--- src/rtl/adder_cla_4bit.sv ---
// 4-bit carry-lookahead adder (bit 0 = MSB) with zero-latency sum/carry and a 1-cycle registered copy; no backpressure.
// Define ADDER_CLA_4BIT_OVF_EN to add the signed-overflow outputs ovf/ovfReg.
module adder_cla_4bit (
  input  logic       clk,
  input  logic       rst,
  input  logic [0:3] a,
  input  logic [0:3] b,
  input  logic       inC,
  output logic [0:3] s,
  output logic       outC,
  output logic       grpP,
  output logic       grpG,
  output logic [0:3] sReg,
  output logic       outCReg
`ifdef ADDER_CLA_4BIT_OVF_EN
  ,
  output logic       ovf,
  output logic       ovfReg
`endif
);

  logic [0:3] p;
  logic [0:3] g;
  logic [0:4] c;
  logic [0:3] s_reg_d, s_reg_q;
  logic       out_c_reg_d, out_c_reg_q;

  // Every carry is a flat sum of products over g/p/inC, so no carry depends on another.
  always_comb begin
    p = a ^ b;
    g = a & b;
    c = '0;
    c[4] = inC;
    c[3] = g[3] | (p[3] & inC);
    c[2] = g[2] | (p[2] & g[3]) | (p[2] & p[3] & inC);
    c[1] = g[1] | (p[1] & g[2]) | (p[1] & p[2] & g[3]) | (p[1] & p[2] & p[3] & inC);
    c[0] = g[0] | (p[0] & g[1]) | (p[0] & p[1] & g[2]) | (p[0] & p[1] & p[2] & g[3])
         | (p[0] & p[1] & p[2] & p[3] & inC);
    s    = p ^ c[1:4];
    outC = c[0];
    grpP = &p;
    grpG = g[0] | (p[0] & g[1]) | (p[0] & p[1] & g[2]) | (p[0] & p[1] & p[2] & g[3]);
    s_reg_d     = s;
    out_c_reg_d = c[0];
  end

  always_ff @(posedge clk or posedge rst) begin
    if (rst) begin
      s_reg_q     <= 4'h0;
      out_c_reg_q <= 1'b0;
    end else begin
      s_reg_q     <= s_reg_d;
      out_c_reg_q <= out_c_reg_d;
    end
  end

  assign sReg    = s_reg_q;
  assign outCReg = out_c_reg_q;

`ifdef ADDER_CLA_4BIT_OVF_EN
  logic ovf_reg_d, ovf_reg_q;

  // Signed overflow: carry into the sign bit differs from carry out of it.
  always_comb begin
    ovf       = c[0] ^ c[1];
    ovf_reg_d = ovf;
  end

  always_ff @(posedge clk or posedge rst) begin
    if (rst) begin
      ovf_reg_q <= 1'b0;
    end else begin
      ovf_reg_q <= ovf_reg_d;
    end
  end

  assign ovfReg = ovf_reg_q;
`endif

endmodule

--- config.mk ---
export PLATFORM = sky130hd
export DESIGN_NAME = adder_cla_4bit
export DESIGN_NICKNAME = d
export VERILOG_FILES = /design/src/rtl/adder_cla_4bit.sv
export SDC_FILE = /design/constraint.sdc
export NUM_CORES = 1
export LEC_CHECK = 0
export ABC_AREA = 1
export CORE_AREA = 2 2 39 41
export CTS_CLUSTER_SIZE = 16
export DETAILED_ROUTE_END_ITERATION = 10
export DIE_AREA = 0 0 41 43
export GPL_TIMING_DRIVEN = 0
export PLACE_DENSITY = 0.74
export SKIP_LAST_GASP = 1
export SLEW_MARGIN = 25
export SYNTH_ARGS = -nofsm -noshare
export SYNTH_HDL_FRONTEND = slang
export SYNTH_SLANG_ARGS = --single-unit
--- constraint.sdc ---
create_clock -name clk -period 2.73 [get_ports clk]
set_input_delay 0.546 -clock clk [delete_from_list [all_inputs] [get_ports clk]]
set_output_delay 0.546 -clock clk [all_outputs]
set_load 0.1 [all_outputs]
=== Word-level counts from Yosys, hierarchy flattened ===
Index checks and enable logic that the tools add are counted.

* Register bits after elaboration: 5
* Output and inout port bits: 12
* Word-level logic and storage cells: 32

* Bitwise gates (word level): 29
* Reduce and logical (&&, ||, !) cells: 1

{| class="wikitable"
|+ Operators with widths
! operator !! number
|-
| $and 1x1->1 || 16
|-
| $or 1x1->1 || 10
|-
| $xor 4x4->4 || 2
|-
| $and 4x4->4 || 1
|-
| $reduce_and 4->1 || 1
|}

=== Depth between registers and ports, before layout ===
Gate-level depths: netlist (run 1).

* Depth after elaboration: 6
* Gate-level depth with buffers: 7

=== Least setup slack after synthesis (run 1) ===
No wires, ideal clock.

* Path type: in2out
* From: input port a[0] (netlist bit)
* To: output port outC
* Arrival: 3.040 ns
* Required time: 2.184 ns
* Slack: -0.856 ns
* Cell stages on the path: 5
* Cells stage by stage: ha_1 inv_1 nor3_2 nand2_1 nand3_1

* Longest elaborated chain between the ends: 6

{| class="wikitable"
|+ RTL lines
! element !! line !! source
|-
| start: declaration || 6 || <nowiki>input logic [0:3] a,</nowiki>
|-
| $xor 4x4->4 || 30 || <nowiki>p = a ^ b;</nowiki>
|-
| $and 1x1->1 (on tied branches) || 37, 38 ||
|-
| $or 1x1->1 (tied with other cells) (2 in series) || 37 || <nowiki>c[0] = g[0] | (p[0] & g[1]) | (p[0] & p[1] & g[2]) | (p[0] & p[1] & p[2] & g[3])</nowiki>
|-
| $or 1x1->1 or $and 1x1->1 (tied branches) || 37, 38 ||
|-
| $or 1x1->1 (*) || 38 || <nowiki>| (p[0] & p[1] & p[2] & p[3] & inC);</nowiki>
|-
| end: declaration || 10 || <nowiki>output logic outC,</nowiki>
|}

Mark *: on every way between the ends. The rest lies on a longest branch, timed or not.

=== Worst setup path after layout (run 1) ===
* From: input port a[3] (netlist bit)
* To: output port s[3] (netlist bit)

* Longest elaborated chain between the ends: 2

{| class="wikitable"
|+ RTL lines
! element !! line !! source
|-
| $xor 4x4->4 || 30 ||
|-
| $xor 4x4->4 || 39 || <nowiki>s = p ^ c[1:4];</nowiki>
|-
| end: declaration || 9 || <nowiki>output logic [0:3] s,</nowiki>
|}

No other way between the ends.

==> impl_results.md, run 1 <==
- Outcome: finished, final reports clean
- Area growth, synth to finish: 75.5%
- Tcrit/Tclk final: 96.0%
- Synthesized flop and latch total: 5
- Initial Util: 25.9%
- Number of synthesized flops with an enable pin: 0
- First-pass GRT wire length: 1350 um
- Drt first pass iters: 2
- Final max-slew violation count: 0
- FILL cells: 154
- Htree depth: 1
- Total negative setup slack: 0 ns
- Final #Nets: 88
- # Max-Cap Violations: 0
- Warnings, synthesis: 0
- Yosys top cell by area: dfrtp_1
- Syn nets: 61
- Gp weighted congestion: 0.653
- CP Capture Type: output port
- Vias in the first global route: 380
- IO Port Bufs: 22
- Layout cells sized above 1: 18.6%
- Area of the multi-input gates: 221 um2
- Routed wire per std cell: 8.83 um
- Worst setup SP type: input port
- Area share of the largest cell type after synthesis: 35.0%
- Syn Area/Cell: 8.13 um2
- Placed Area: 617 um2
- Peak supply drop: 179 uV
- Die Ht: 43 um
- Post-CTS Setup Bufs: 0
- Worst Tran Pin Value: 0.969 ns
- # diodes: 0
- Pwr Total: 488 uW
- Cell count after synthesis: 44
- # DRC: 0
- Drt total wl: 759 um
- Final min period: 2.62 ns
- Register area share after synthesis: 35.0%
- Most instantiated library cell after synthesis: nand2_1
- PwrDens: 776 nW/um2
- Reg clk slew, reported paths: 0.04 ns
- # hold bufs at CTS: 0
- Ys async rst share: 100%
- Predominant post-synthesis flop cell: dfrtp_1
- DIE WIDTH: 41 um
- TritonCTS clock tree: built
- Design area: 628 um2
- Fmax: 0.382 GHz
- Max_slew headroom: 35.2%
- Setup CP Type: in2out
- Post-DP HPWL: 705 um
- All-layer global routing usage: 11.2%
- Crit-path max FO: 3
- I/O pins: 23
- CTS max path bufs: 2
- Vias/cell: 4.45
- Ranking of synthesized cells by area: dfrtp_1, ha_1, nand2_1, inv_1, nand3_1
- Crit path arrival time: 2.07 ns
- Root buf cell: clkbuf_4
- Routed Antenna Nets: 0
- Std-Cell Rows: 14
- Core area: 1380 um2
- DRT iter0 DRCs: 1
- Required @ worst endpoint: 2.18 ns
- Worst hold path class: in2async
- Remaining global-route overflow: 0
- Library cells used by synthesis: 12
- Clock sink count: 5
- Vias post-DR: 383
- Antenna violations before repair: 0
- Number of CTS-inserted buffers: 3
- Sequential standard cell area: 125 um2
- Leading cell types by count after synthesis: nand2_1, inv_1, dfrtp_1, ha_1, nand3_1
- Endpoints failing setup: 0
- Die area: 1760 um2
- Unrepaired setup endpoints after global routing: true
- Pleak: 0.331 nW
- Largest net degree at the start of global routing: 7
- Fin. Hold Viols: 0
- Synth Cell Area: 358 um2
worst paths after layout:
kind                       from      end  cells past startpoint
min in group clk            inC  outCReg                      3
hold / removal              rst  sReg[0]                      2
setup / recovery           a[3]     s[3]                      5
max in group asynchronous   rst  sReg[3]                      2
metrics by stage:
step                      std cells  util, %  setup slack (ns)  hold slack (ns)
after CTS                        86     44.3           -0.0534            0.508
after detailed placement         82     44.6            -0.751            0.756
after global placement           82     44.6            -0.734            0.755
after global routing             86     45.4           -0.0139            0.524
final                            86     45.4             0.110            0.501
after floorplan                  44        -            -0.194            0.325
logic make-up after synthesis:
| kind of cell | count (synthesis) | share of synthesized area, % |
|---|---|---|
| AND/OR/NAND/NOR | 23 | 29.7 |
| AO/OA/AOI/OAI | 1 | 1.40 |
| adder cells (fa/ha/maj) | 6 | 23.1 |
| flip-flops | 5 | 35.0 |
| XOR/XNOR | 1 | 2.45 |
| buffers and inverters | 8 | 8.39 |
worst max-delay path: stages:
cell	delay [ns]
clkdlybuf4s50_1	0.50
inv_1	0.07
fa_1	0.46
inv_1	0.07
buf_2	0.42
layout by cell type, fill, tap and decap left out:
cell type	n
dfrtp_1	5
nand3_1	4
fa_1	1
ha_1	5
clkdlybuf4s50_1	15
xnor2_2	1
inv_1	8
buf_4	3
nor2_1	1
nand2_1	13
clkbuf_4	3
nand4_1	2
or2_0	1
buf_2	2
nor3_4	1
buf_6	2
nand3_2	1
clkbuf_1	1
a21oi_1	1
where the power goes:
group / internal (mW) / switching, mW / total [mW]
Combinational: 0.0710 / 0.243 / 0.315
Sequential: 0.0861 / 0.00270 / 0.0888
Clock: 0.0552 / 0.0292 / 0.0844
Total: 0.212 / 0.275 / 0.488
layout make-up:
type / instances / share of cell area, %
clock buffer: 4 / 4.18
tap: 16 / 3.19
inverter: 8 / 4.78
multi-input combinational: 31 / 35.3
timing repair buffer: 22 / 32.7
sequential: 5 / 19.9
state kept, by name, summed over array words and instances, names as in the netlist:
name	count
outCReg	1
sReg	4
per-layer routing:
metal  share of wire (%)  track usage, %  up-vias
li1                    -               -      192
met1                  36            10.0      171
met2                  53            20.3       18
met3                 8.8            1.57        2
met4                 2.5            8.00        0
met5                   0               0        -
timing repair:
action / in CTS / in global routing
setup endpoints to repair: 7 / 4
gates resized for setup: 37 / 8
hold endpoints to repair: 0 / 0
Note: power is estimated with default switching activity, not from simulation.
==> run 2, diff against run 1 <==
--- a/config.mk
+++ b/config.mk
@@ -10,7 +10,7 @@
 export CTS_CLUSTER_SIZE = 16
 export DETAILED_ROUTE_END_ITERATION = 10
 export DIE_AREA = 0 0 41 43
-export GPL_TIMING_DRIVEN = 0
+export GPL_TIMING_DRIVEN = 1
 export PLACE_DENSITY = 0.74
 export SKIP_LAST_GASP = 1
 export SLEW_MARGIN = 25
==> run 2 against run 1 <==
  * Design area grew 12%
  * Utilization rose by 5.4 points
  * Clock power is essentially flat
  * Flip-flop and latch count did not move
  * Via count grew 0.26%
  * Total power up 8.5%
  * Setup slack improved by 0.040 ns
  * Non-clock buffer count unchanged
  * Hold slack worse by 0.0050 ns
  * First-iteration DRC count grew to 8.0 times the previous value
  * Global-route usage is 0.94 points higher
  * Clock-buffer cell count unchanged
  * Critical path type unchanged
  * Critical endpoint is now s[2]
==> impl_results.md, run 2 (synthesis gave the netlist of run 1 again) <==
- Worst Tran Pin Value: 0.280 ns (-0.689 ns)
- IO Port Bufs: 22 (unchanged)
- Post-Place Cells: 82 (unchanged)
- I/O pins: 23 (unchanged)
- Commonest cells after routing, fill and taps aside: nand2_1, clkdlybuf4s50_1, inv_1
- CP peak stage delay: 0.51 ns (about the same)
- Crit path arrival time: 2.03 ns (-0.04 ns)
- Area growth, synth to finish: 96.5%
- Initial Util: 25.9% (unchanged)
- Layout cells sized above 1: 27.1% (+8.6 points)
- CP Capture Type: output port
- # DRC: 0 (unchanged)
- CP max stage cell: clkdlybuf4s50_1
- Post-CTS Setup Bufs: 0 (unchanged)
- Pleak: 0.362 nW (+9.4%)
- # hold bufs at CTS: 0 (unchanged)
- DIE WIDTH: 41 um (unchanged)
- Fin. Hold Viols: 0 (unchanged)
- Worst hold path class: in2async
- Core area: 1380 um2 (unchanged)
- Pwr Total: 529 uW (+8.5%)
- Cells along the critical path: clkdlybuf4s50_1 -> inv_1 -> fa_1 -> xnor2_2 -> buf_12
- All-layer global routing usage: 12.1% (+0.94 points)
- Largest net degree at the start of global routing: 7 (unchanged)
- Peak supply drop: 196 uV (+9.3%)
- Unrepaired setup endpoints after global routing: false
- Vias/cell: 4.47 (+0.26%)
- Setup CP Type: in2out
- Required @ worst endpoint: 2.18 ns (about the same)
- Endpoints failing setup: 0 (unchanged)
- Total negative setup slack: 0 ns (unchanged)
- # diodes: 0 (unchanged)
- Crit-path max FO: 3 (unchanged)
- Most common cell after layout, fill and taps aside: nand2_1
- Outcome: finished, final reports clean
- Drt first pass iters: 4 (+2)
- Root buf cell: clkbuf_4
- Tcrit/Tclk final: 94.5% (-1.5 points)
- Remaining global-route overflow: 0 (unchanged)
- Gp weighted congestion: 0.727 (+11%)
- # Max-Cap Violations: 0 (unchanged)
- Reg clk slew, reported paths: 0.04 ns (about the same)
- Vias post-DR: 384 (+0.26%)
- Die Ht: 43 um (unchanged)
- Die area: 1760 um2 (unchanged)
- Post-route insts no fill: 86 (unchanged)
- DRT iter0 DRCs: 8 (+7)
- Final #Nets: 88 (unchanged)
- FILL cells: 124 (-19%)
- Fmax: 0.388 GHz (+1.5%)
- Std-Cell Rows: 14 (unchanged)
- Worst setup SP type: input port
- Htree depth: 1 (unchanged)
- Antenna violations before repair: 0 (unchanged)
- Clock sink count: 5 (unchanged)
- CTS max path bufs: 2 (unchanged)
- PwrDens: 753 nW/um2 (-3.1%)
- Routed Antenna Nets: 0 (unchanged)
- First-pass GRT wire length: 1420 um (+5.7%)
- Vias in the first global route: 369 (-2.9%)
- Final max-slew violation count: 0 (unchanged)
- Max_slew headroom: 81.5% (+46 points)
- Max reg flops: 4 (unchanged)
- Final core occ: 50.8% (+5.4 points)
- Drt total wl: 848 um (+12%)
- Routed wire per std cell: 9.86 um (+12%)
- Number of CTS-inserted buffers: 3 (unchanged)
- Final min period: 2.58 ns (-0.0399 ns)
- Post-DP HPWL: 763 um (+8.2%)
- TritonCTS clock tree: built
## run 2: changes by cell type in the layout (fill, tap and decap cells not counted), sizes merged
cell and change:
clkdlybuf4s50 -5, buf +5
## run 2: metal layers
metal  share of wire, %  global-route usage, %
met5                  0                      0
met1                 36                   10.8
met4                  0                   8.00
met3                 10                   3.66
met2                 54                   21.3
## run 2: worst max-delay path by stage
stage / slack [ns] / endpoint / cells past startpoint / from
after floorplan: -0.19 / outC / 5 / a[2]
after global routing: 0.04 / s[0] / 9 / a[2]
after CTS: 0.1 / outC / 7 / a[2]
final: 0.15 / s[2] / 5 / a[3]
after global placement: 0.13 / outC / 7 / a[2]
after detailed placement: 0.10 / outC / 7 / a[2]
## run 2: what timing repair did
item	in CTS	in global routing
setup endpoints to repair	0	2
endpoints found under the hold margin	0	0
gates resized for setup	0	1
## run 2: layout make-up
cell class,instances,area (um2),area share [%]
repair buffers,22,278,39.5
well taps,16,20.0,2.85
multi-input cells,31,224,31.9
flip-flops and latches,5,125,17.8
inverters,8,30.0,4.27
clock buffers,4,26.3,3.74
## run 2: report_power, final
group          total (mW)  leakage, nW  switching, mW  internal, mW
logic               0.356        0.288          0.253         0.103
registers          0.0890       0.0593        0.00285        0.0861
clock network      0.0847       0.0150         0.0295        0.0552
## run 2: critical path, delay by kind of cell
family | cells | cell delay (ns)
adders and majority gates | 1 | 0.46
buffers and inverters | 3 | 0.80
xor gates and xnor gates | 1 | 0.23
## run 2: through the flow
stage	hold WS (ns)	cell area [um2]	setup slack (ns)
4_1_cts	0.502	701	0.0974
3_5_place_dp	0.751	674	0.100
3_3_place_gp	0.753	674	0.133
5_1_grt	0.522	703	0.0379
6_report	0.496	703	0.150
2_1_floorplan	0.325	377	-0.194
